`src/rtl/bomb_countdown.sv`:
```
// Purpose : game countdown timer. Counts START_SECS down to 0 in whole seconds,
//           freezes while paused, subtracts a penalty per wrong wire, flags expiry.
// Latency : time_left, sec_tick and state update on the edge after the input;
//           the mm:ss digits follow time_left one cycle later.
// Backpressure: none. start, penalty and pause are accepted every cycle.
// Ports   : clk/reset (sync, active-high); start/penalty are 1-cycle pulses;
//           pause is a level. time_left is binary seconds; min_bcd/sec_tens/sec_ones
//           are BCD digits; sec_tick pulses on each 1-second decrement;
//           running/warn/expired are status decodes.
module bomb_countdown #(
  parameter int unsigned CLK_HZ       = 100_000_000,
  parameter int unsigned START_SECS   = 120,
  parameter int unsigned PENALTY_SECS = 10,
  parameter int unsigned WARN_SECS    = 10
) (
  input  logic       clk,
  input  logic       reset,
  input  logic       start,
  input  logic       pause,
  input  logic       penalty,
  output logic [9:0] time_left,
  output logic [3:0] min_bcd,
  output logic [3:0] sec_tens,
  output logic [3:0] sec_ones,
  output logic       sec_tick,
  output logic       running,
  output logic       warn,
  output logic       expired
);

  localparam int unsigned PRE_W = (CLK_HZ > 1) ? $clog2(CLK_HZ) : 1;

  localparam logic [PRE_W-1:0] PRE_MAX  = PRE_W'(CLK_HZ - 1);
  localparam logic [9:0]       START_TL = 10'(START_SECS);
  localparam logic [10:0]      PEN_11   = 11'(PENALTY_SECS);
  localparam logic [9:0]       WARN_TL  = 10'(WARN_SECS);

  typedef enum logic [1:0] {
    S_IDLE    = 2'd0,
    S_RUN     = 2'd1,
    S_PAUSED  = 2'd2,
    S_EXPIRED = 2'd3
  } state_t;

  state_t           state_q, state_d;
  logic [PRE_W-1:0] pre_q, pre_d;
  logic [9:0]       time_left_q, time_left_d;
  logic             sec_tick_q, sec_tick_d;
  logic [11:0]      digits_q, digits_d;

  // Working values for the countdown update.
  logic        advance;
  logic        wrap;
  logic [10:0] sub_amt;
  logic [10:0] diff;

  // Binary seconds (0..599) to {minutes, seconds tens, seconds ones} in BCD.
  // Threshold compares unroll into a small comparator ladder, no divider.
  function automatic logic [11:0] to_bcd(input logic [9:0] v);
    logic [3:0] m;
    logic [3:0] t;
    logic [9:0] r;
    logic [9:0] o;
    m = 4'd0;
    r = v;
    for (int i = 1; i <= 9; i++) begin
      if (v >= 10'(60 * i)) begin
        m = 4'(i);
        r = v - 10'(60 * i);
      end
    end
    t = 4'd0;
    o = r;
    for (int i = 1; i <= 5; i++) begin
      if (r >= 10'(10 * i)) begin
        t = 4'(i);
        o = r - 10'(10 * i);
      end
    end
    return {m, t, o[3:0]};
  endfunction

  // State register and datapath flops.
  always_ff @(posedge clk) begin
    if (reset) begin
      state_q     <= S_IDLE;
      pre_q       <= '0;
      time_left_q <= '0;
      sec_tick_q  <= 1'b0;
      digits_q    <= '0;
    end else begin
      state_q     <= state_d;
      pre_q       <= pre_d;
      time_left_q <= time_left_d;
      sec_tick_q  <= sec_tick_d;
      digits_q    <= digits_d;
    end
  end

  // Next state and countdown arithmetic.
  always_comb begin
    state_d     = state_q;
    pre_d       = pre_q;
    time_left_d = time_left_q;
    sec_tick_d  = 1'b0;
    advance     = 1'b0;
    wrap        = 1'b0;
    sub_amt     = '0;
    diff        = '0;
    digits_d    = to_bcd(time_left_q);

    if (start) begin
      // start wins over everything else, including a same-cycle penalty.
      time_left_d = START_TL;
      pre_d       = '0;
      state_d     = pause ? S_PAUSED : S_RUN;
    end else begin
      case (state_q)
        S_RUN, S_PAUSED: begin
          // The prescaler only moves in RUN with pause low; the cycle that
          // enters PAUSED and the cycle that leaves it both hold it.
          advance = (state_q == S_RUN) && !pause;
          wrap    = advance && (pre_q == PRE_MAX);
          if (advance) begin
            pre_d = wrap ? '0 : pre_q + PRE_W'(1);
          end
          sec_tick_d = wrap;

          // 11-bit subtract: bit 10 set means the result went below zero.
          sub_amt     = (penalty ? PEN_11 : 11'd0) + (wrap ? 11'd1 : 11'd0);
          diff        = {1'b0, time_left_q} - sub_amt;
          time_left_d = diff[10] ? 10'd0 : diff[9:0];

          if (state_q == S_RUN && pause) begin
            state_d = S_PAUSED;
          end else if (state_q == S_PAUSED && !pause) begin
            state_d = S_RUN;
          end

          if (time_left_d == 10'd0) begin
            state_d = S_EXPIRED;
            pre_d   = '0;
          end
        end
        default: begin
          // IDLE and EXPIRED wait for start; penalty and pause are ignored.
        end
      endcase
    end
  end

  // Status decode from registered state.
  always_comb begin
    time_left = time_left_q;
    sec_tick  = sec_tick_q;
    min_bcd   = digits_q[11:8];
    sec_tens  = digits_q[7:4];
    sec_ones  = digits_q[3:0];
    running   = (state_q == S_RUN);
    expired   = (state_q == S_EXPIRED);
    warn      = ((state_q == S_RUN) || (state_q == S_PAUSED)) &&
                (time_left_q != 10'd0) && (time_left_q <= WARN_TL);
  end

endmodule
```
`config.mk`:
```
export PLATFORM = sky130hd
export DESIGN_NAME = bomb_countdown
export DESIGN_NICKNAME = d
export VERILOG_FILES = /design/src/rtl/bomb_countdown.sv
export SDC_FILE = /design/constraint.sdc
export NUM_CORES = 1
export LEC_CHECK = 0
export CORE_ASPECT_RATIO = 0.8
export CORE_MARGIN = 4
export CORE_UTILIZATION = 25
export CTS_BUF_LIST = sky130_fd_sc_hd__clkbuf_16
export DETAILED_ROUTE_END_ITERATION = 8
export PLACE_DENSITY = 0.47
export SLEW_MARGIN = 10
export SYNTH_ARGS = -nofsm -noshare
export SYNTH_HDL_FRONTEND = slang
export SYNTH_SLANG_ARGS = --single-unit
```
`constraint.sdc`:
```
create_clock -name clk -period 8.2 [get_ports clk]
set_input_delay 2.46 -clock clk [delete_from_list [all_inputs] [get_ports clk]]
set_output_delay 2.46 -clock clk [all_outputs]
set_load 0.01 [all_outputs]
```
==> impl_metrics.ini, run 1 <==
[detailed_routing]
wirelength_um = 15000
wl_per_cell_um = 17.2
drt_pass1_iterations = 5
viasPerCell = 5.34
drc = 0
ant_nets = 0
vias = 4640
first_iter_violations = 368

[worst_setup_path]
critPathLaunchType = input pin
required_ns = 8.41
critPathCaptureType = register
setup.worst_path.class = in2reg
cp.arrival_ns = 7.09
worstPathMaxFanout = 8

[clock_network]
post_cts_buffers = 0
cts_resized = 0
clock_path_buffers = 2
clk_pin_slew_ns = 0.06
cts_buffers = 5
clockRootBuffer = clkbuf_16
cts_hold_buf = 0
clock-sinks = 51
worstSkewPairLatency_ns = 0.29
cts_htree_levels = 2
cts_tree = built

[timing]
finalSetupTns_ns = 0
whs_ns = 0.514
maxSlewViolCount = 0
worst_pin_slew_ns = 0.871
fin_crit_sh = 0.839
final.setup_skew_ns = 0.00523
fin_ws_ns = 1.32
min_period_ns = 6.88
final-setup-viol-count = 0
fmax_mhz = 145
rsz0062_at_grt = false
relSlewSlack = 0.418
finalHoldViolCount = 0

[placement]
placed_area_mm2 = 0.00513
dp.cells = 863
dp_worst_setup_slack_ns = 1.04
dp_hpwl_um = 11000
gp_congestion = 0.920
portBuffers = 29

[yosys]
synth-edff-count = 0
syn_area_mm2 = 0.00467
synthCells = 610
ys.flop_type = dfxtp_1
synth.distinct_cells = 87
async_flop_share = 0
ys_seq_area_frac = 0.218
syn_nets = 653
ys_ff_latch = 51
synth_area_per_cell_um2 = 7.66
yosys_warnings = 0

[hold_path]
hp-class = reg2reg

[power]
p_clk_frac = 0.228
swShare = 0.381
ir_worst_vdd_mv = 0.0675
p_per_area_mw_per_mm2 = 161
intPower_uw = 523
seqPwrFrac = 0.334
net-switching-power_uw = 322
comb_power_share = 0.437
p_leak_uw = 0.00192

[final_layout]
syn2layout_area_growth_pct = 12.6
n_antenna_cell = 0
fin_area_mm2 = 0.00526
drive_gt1_frac = 0.0633
nFillCells = 2004
layoutNonFillerInstCount = 869
multi_input_area_mm2 = 0.00335
finalNetCount = 660
seqCellArea_mm2 = 0.00102

[status]
status = finished clean

[global_routing]
antenna_found_initial = 0
grt_max_degree = 33
grt.overflow.total = 0
grt_pass1_vias = 4439
grt_pass1_wl_um = 23900
grt_use_total = 0.140

[die]
die_h_um = 130
row_count = 44
io_pins = 31
dieArea_mm2 = 0.0210
core_area_mm2 = 0.0183
die_x_um = 161
start_util = 0.256

[run]
cap_violations = 0
==> cell type report <==
type | count | area share
multi-input combinational | 496 | 0.637
sequential | 51 | 0.194
inverter | 27 | 0.0193
tap | 253 | 0.0602
timing repair buffer | 36 | 0.0652
clock buffer | 5 | 0.0238
clock inverter | 1 | 0.000713
==> synthesized netlist by cell type (6+ instances only) <==
cell type,n,area (um2)
or3_1,8,50.1
nand2_1,58,218
buf_2,13,65.1
dfxtp_1,51,1020
a21oi_1,48,240
inv_1,24,90.1
xor2_1,22,193
o21ai_0,23,115
nand3_1,22,110
o31a_1,6,52.6
ha_1,37,463
clkbuf_1,11,41.3
nor2_1,67,251
a31oi_1,9,56.3
xnor2_1,14,123
nand4_1,16,100
nor3_1,20,100
o211ai_1,8,60.1
nor4_1,9,56.3
mux2i_1,8,80.1
==> power by group through the flow <==
stage          Combinational, uW  Sequential, uW  Clock (uW)
6_report                     370             283         193
5_1_grt                      407             285         212
3_3_place_gp                 364             288           0
4_1_cts                      366             283         202
2_1_floorplan                254             288           0
3_5_place_dp                 363             288           0
==> placed cells by master (no fill, tap or decap), drive strengths merged, types with 6 or more instances in the layout <==
master | netlist | final
dfxtp | 51 | 51
o211ai | 9 | 9
buf | 25 | 7
xnor2 | 14 | 14
nor3 | 22 | 22
o21ai | 25 | 25
mux2i | 8 | 8
nand3 | 22 | 22
clkdlybuf4s50 | 0 | 29
a31oi | 9 | 9
nor2 | 68 | 68
o31a | 6 | 6
ha | 37 | 37
inv | 26 | 27
nand2 | 59 | 59
a211oi | 6 | 6
xor2 | 22 | 22
nand4 | 17 | 17
or2 | 6 | 6
nor4 | 13 | 13
a21oi | 49 | 49
or3 | 9 | 9
==> final timing paths <==
kind	to	startpoint	slack (ns)	cells past startpoint
max	pre_q[25]	pause	1.32	19
min reg2reg	pre_q[7]	pre_q[7]	0.51	2
max reg2reg	digits_q[1]	time_left[4]	2.51	14
min	pre_q[7]	pre_q[7]	0.51	2
==> worst max-delay path, cell delays in order <==
cell,delay [ns]
clkdlybuf4s50_1,0.48
nand2b_1,0.22
nor4_1,0.18
nand4_1,0.21
inv_1,0.10
ha_1,0.24
ha_1,0.19
nor2_1,0.12
fa_1,0.23
and2b_1,0.18
a21boi_1,0.09
or3_1,0.37
or3_1,0.42
o31a_1,0.21
a21o_1,0.31
nor4_4,0.51
nand2_1,0.11
or3_1,0.33
a21oi_1,0.14
==> metal layers <==
| metal | vias to the layer above | share of wire | global-route usage |
|---|---|---|---|
| met5 | - | 0 | 0 |
| met4 | 0 | 0.016 | 0.0336 |
| met3 | 20 | 0.078 | 0.0369 |
| met2 | 203 | 0.43 | 0.217 |
| met1 | 2184 | 0.48 | 0.194 |
| li1 | 2233 | - | - |
==> cells by family after synthesis <==
group           synth area share
flops                      0.218
xor+xnor                  0.0675
compound gates             0.240
fa+ha+maj                  0.103
mux                       0.0171
simple gates               0.289
buf+inv                   0.0645
other cells             0.000802
==> through the flow <==
step                total power (uW)   util
finish                           846  0.288
global route                     904  0.288
CTS                              850  0.288
detailed placement               651  0.281
global placement                 652  0.281
floorplan                        542      -
==> flip-flops by register name (all words and copies together) (netlist names) <==
register / cells
time_left: 10
digits_q: 11
state_q: 2
sec_tick: 1
pre_q: 27
Power figures use the tool's default switching activity.
==> inputs of run 2 (changes only) <==
--- a/config.mk
+++ b/config.mk
@@ -10,7 +10,7 @@
 export CORE_UTILIZATION = 25
 export CTS_BUF_LIST = sky130_fd_sc_hd__clkbuf_16
 export DETAILED_ROUTE_END_ITERATION = 8
-export PLACE_DENSITY = 0.47
+export PLACE_DENSITY = 0.49
 export SLEW_MARGIN = 10
 export SYNTH_ARGS = -nofsm -noshare
 export SYNTH_HDL_FRONTEND = slang
==> constraint.sdc (replaced) <==
create_clock -name clk -period 5.55 [get_ports clk]
set_input_delay 1.665 -clock clk [delete_from_list [all_inputs] [get_ports clk]]
set_output_delay 1.665 -clock clk [all_outputs]
set_load 0.01 [all_outputs]
==> impl_metrics.ini, run 2 (synthesis gave the netlist of run 1 again) <==
[timing]
finalSetupTns_ns = 0
min_period_ns = 5.29
final-setup-viol-count = 0
fin_crit_sh = 0.954
rsz0062_at_grt = false
finalHoldViolCount = 0
fmax_mhz = 189
relSlewSlack = 0.294
maxSlewViolCount = 0
final.setup_skew_ns = 0.00426
fin_ws_ns = 0.257
worst_pin_slew_ns = 1.06

[placement]
dp_worst_setup_slack_ns = -0.179
placed_area_mm2 = 0.00533
portBuffers = 29
dp_hpwl_um = 12100
gp_congestion = 0.953

[run]
cap_violations = 0

[detailed_routing]
viasPerCell = 5.39
wirelength_um = 16300
vias = 4831
first_iter_violations = 456
ant_nets = 0
drc = 0
wl_per_cell_um = 18.2
drt_pass1_iterations = 6

[global_routing]
antenna_found_initial = 0
grt_pass1_vias = 4441
grt_use_total = 0.151
grt.overflow.total = 0
grt_pass1_wl_um = 25400
grt_max_degree = 28

[die]
io_pins = 31
row_count = 44
start_util = 0.256
core_area_mm2 = 0.0183
die_x_um = 161
die_h_um = 130
dieArea_mm2 = 0.0210

[status]
status = finished clean

[final_layout]
syn2layout_area_growth_pct = 18.3
largest_reg_flops = 27
finalNetCount = 686
n_antenna_cell = 0
drive_gt1_frac = 0.114
fin_area_mm2 = 0.00553
mostFrequentLayoutCells = nor2_1, nand2_1, dfxtp_1
layout_commonest_cell = nor2_1
largest_register = pre_q
fin_util = 0.303

[worst_setup_path]
setup.worst_path.class = in2reg
worstPathMaxFanout = 6
critical_path_buf_inv_count = 4
cp.arrival_ns = 5.48
path_cells = clkdlybuf4s50_1 > nand2b_4 > nor4_2 > nand4_1 > inv_1 > ha_1 > ha_1 > nor2_2 > fa_2 > and2b_1 > a21boi_1 > or3_1 > or3_4 > o31a_1 > a21o_1 > buf_4 > nor3_1 > buf_4 > nand4_1 > xor2_1 > nor2_1
slowest_delay_ns = 0.43
critPathCaptureType = register
required_ns = 5.74
critPathLaunchType = input pin
path_delay_family = simple AND/OR/NAND/NOR gates
slowest_stage = clkdlybuf4s50_1

[clock_network]
cts_htree_levels = 2
cts_hold_buf = 0
clockRootBuffer = clkbuf_16
clock-sinks = 51
cts_buffers = 5
cts_tree = built
clk_pin_slew_ns = 0.07
worstSkewPairLatency_ns = 0.29
clock_path_buffers = 2

[power]
p_per_area_mw_per_mm2 = 245
p_leak_uw = 0.00207
ir_worst_vdd_mv = 0.128

[hold_path]
hp-class = reg2reg
==> run 2: cell count changes in the layout (fill, tap and decap cells not counted), sizes merged <==
cell and delta:
inv -1, clkinvlp +1, buf +26, bufinv +1
==> run 2: worst reg2reg max path, cell delays in order (launching register included) <==
cell	delay (ns)
dfxtp_1	1.02
a31o_1	0.33
o31a_1	0.60
nor2_1	0.15
a221oi_1	0.32
nand2_1	0.08
a211oi_1	0.21
buf_4	0.18
inv_1	0.10
ha_1	0.22
a211oi_1	0.56
a21oi_1	0.15
o2111a_1	0.27
a311o_1	0.28
==> run 2: layout make-up <==
class	count	area (um2)
Sequential cell	51	1020
Timing Repair Buffer	62	551
Inverter	27	101
Clock inverter	2	37.5
Multi-Input combinational cell	496	3380
Clock buffer	5	125
Tap cell	253	317
Fill cell	1999	12700
==> run 2: final timing paths <==
check               startpoint          end  slack (ns)  cells past startpoint
hold / removal        pre_q[7]     pre_q[7]        0.51                      2
setup reg to reg  time_left[9]  digits_q[1]        0.97                     13
hold reg to reg       pre_q[7]     pre_q[7]        0.51                      2
setup / recovery         pause    pre_q[16]        0.26                     21
==> run 2: routing by layer <==
| layer | global-route usage | vias up | routed length, um |
|---|---|---|---|
| met3 | 0.0458 | 14 | 1540 |
| met1 | 0.227 | 2295 | 8180 |
| met5 | 0 | - | 0 |
| li1 | - | 2291 | - |
| met4 | 0.0251 | 0 | 133 |
| met2 | 0.213 | 231 | 6420 |
==> run 2: repair_timing <==
| action | in CTS | in global routing |
|---|---|---|
| buffers inserted | 0 | 1 |
| endpoints found under the setup margin | 0 | 15 |
| gates resized for setup | 0 | 6 |
==> run 2: metrics by stage <==
stage / hold WS [ns] / instances / total power (uW)
detailed placement: 0.508 / 888 / 993
global route: 0.548 / 896 / 1430
global placement: 0.484 / 888 / 992
CTS: 0.521 / 895 / 1350
finish: 0.512 / 896 / 1350
floorplan: 0.471 / 610 / 801
==> run 2: power by group <==
group          switching (uW)  total, uW  internal [uW]
registers                16.7        408            391
clock network             143        354            211
logic                     349        591            242
total                     510       1350            844
==> inputs of run 3 (changes only) <==
--- a/config.mk
+++ b/config.mk
@@ -11,7 +11,7 @@
 export CTS_BUF_LIST = sky130_fd_sc_hd__clkbuf_16
 export DETAILED_ROUTE_END_ITERATION = 8
 export PLACE_DENSITY = 0.49
-export SLEW_MARGIN = 10
+export SETUP_SLACK_MARGIN = 0.3
 export SYNTH_ARGS = -nofsm -noshare
 export SYNTH_HDL_FRONTEND = slang
 export SYNTH_SLANG_ARGS = --single-unit
==> impl_metrics.ini, run 3 (synthesis gave the netlist of run 1 again) <==
[die]
die_x_um = 161
io_pins = 31
start_util = 0.256
row_count = 44
die_h_um = 130
dieArea_mm2 = 0.0210
core_area_mm2 = 0.0183

[timing]
min_period_ns = 5.04
worst_pin_slew_ns = 1.16
finalSetupTns_ns = 0
final-setup-viol-count = 0
fmax_mhz = 199
fin_crit_sh = 0.908
final.setup_skew_ns = 0.00710
fin_ws_ns = 0.512
rsz0062_at_grt = false
finalHoldViolCount = 0
maxSlewViolCount = 0
relSlewSlack = 0.228

[final_layout]
drive_gt1_frac = 0.128
largest_reg_flops = 27
n_antenna_cell = 0
syn2layout_area_growth_pct = 20.7
finalNetCount = 690
fin_area_mm2 = 0.00564
largest_register = pre_q
layout_commonest_cell = nor2_1
fin_util = 0.309
layoutNonFillerInstCount = 901
mostFrequentLayoutCells = nor2_1, nand2_1, dfxtp_1

[worst_setup_path]
r2r_end = digits_q[1]
worstPathMaxFanout = 4
reg2regPathDepth = 14
reg2reg_slack_ns = 0.75
critPathCaptureType = register
cp.arrival_ns = 5.22
r2r-start = time_left[5]
setup.worst_path.class = in2reg
required_ns = 5.74
critPathLaunchType = input pin

[power]
p_per_area_mw_per_mm2 = 243
p_leak_uw = 0.00214
ir_worst_vdd_mv = 0.107

[global_routing]
grt_max_degree = 28
grt_use_total = 0.152
grt_pass1_wl_um = 25400
grt_pass1_vias = 4399
antenna_found_initial = 1
grt.overflow.total = 0

[clock_network]
clockRootBuffer = clkbuf_16
clock-sinks = 51
cts_tree = built
clock_path_buffers = 2
cts_htree_levels = 2
clk_pin_slew_ns = 0.07
cts_buffers = 5
worstSkewPairLatency_ns = 0.29

[detailed_routing]
met3_length_um = 1550
drc = 0
first_iter_violations = 531
viasPerCell = 5.46
drt_pass1_iterations = 5
wirelength_um = 16300
vias = 4919
wl_per_cell_um = 18.1
wl_met1_um = 8040
wl_met2_um = 6570
maxUsedRoutingLayer = met5
ant_nets = 0

[placement]
placed_area_mm2 = 0.00534
gp_congestion = 0.992
dp_hpwl_um = 12200
dp.cells = 888
dp_worst_setup_slack_ns = -0.0631
portBuffers = 29

[hold_path]
hp-class = reg2reg
hold_depth = 2
hp-start = pre_q[24]
min_to = pre_q[24]

[run]
cap_violations = 0

[status]
status = finished clean
run 3: cell types whose count changed in the layout (fill, tap and decap cells not counted), moves of 2 or more:
cell	delta
buf_4	+3
ha_1	-3
ha_4	+2
nor3_1	-2
run 3: worst max-delay path by stage:
stage / endpoint / start
floorplan: pre_q[25] / pause
global placement: pre_q[26] / pause
detailed placement: pre_q[26] / pause
CTS: pre_q[22] / pause
global route: pre_q[26] / pause
finish: pre_q[26] / pause
run 3: final cells by class:
type / instances / area, um2
Fill cell: 1972 / 12600
Sequential cell: 51 / 1020
Clock buffer: 5 / 125
Clock inverter: 3 / 42.5
Timing Repair Buffer: 66 / 583
Tap cell: 253 / 317
Inverter: 27 / 101
Multi-Input combinational cell: 496 / 3450
run 3: stage by stage:
stage	total power, uW	hold slack (ns)
finish	1370	0.519
global route	1450	0.558
CTS	1360	0.520
detailed placement	999	0.504
global placement	998	0.490
floorplan	802	0.471
run 3: critical path, cell delays in order:
cell           delay (ns)
dlygate4sd2_1        0.25
nand2b_4             0.14
nor4_2               0.13
nand4_1              0.16
inv_1                0.12
ha_4                 0.21
ha_4                 0.16
nor2_4               0.10
fa_2                 0.20
and2b_1              0.15
a21boi_1             0.07
or3_1                0.33
or3_4                0.34
o31a_1               0.15
buf_6                0.14
a211oi_4             0.29
nand2b_4             0.11
nor4_4               0.30
xnor2_1              0.14
nor2_1               0.06
run 3: report_power, final:
group          leakage, uW  switching, uW  internal (uW)
clock            0.0000818            142            213
combinational      0.00164            352            249
sequential        0.000415           20.8            391
total              0.00214            515            854
run 3: what timing repair did:
item | 4_1_cts | 5_1_grt
setup endpoints to repair | 6 | 23
pin swaps | 8 | 9
gates resized for setup | 7 | 10
hold buffers | 0 | 0
buffers inserted | 2 | 3
run 3: routing by layer:
| metal | track usage | vias to the layer above |
|---|---|---|
| li1 | - | 2291 |
| met1 | 0.235 | 2369 |
| met2 | 0.213 | 237 |
| met3 | 0.0328 | 20 |
| met4 | 0.0311 | 2 |
| met5 | 0 | - |
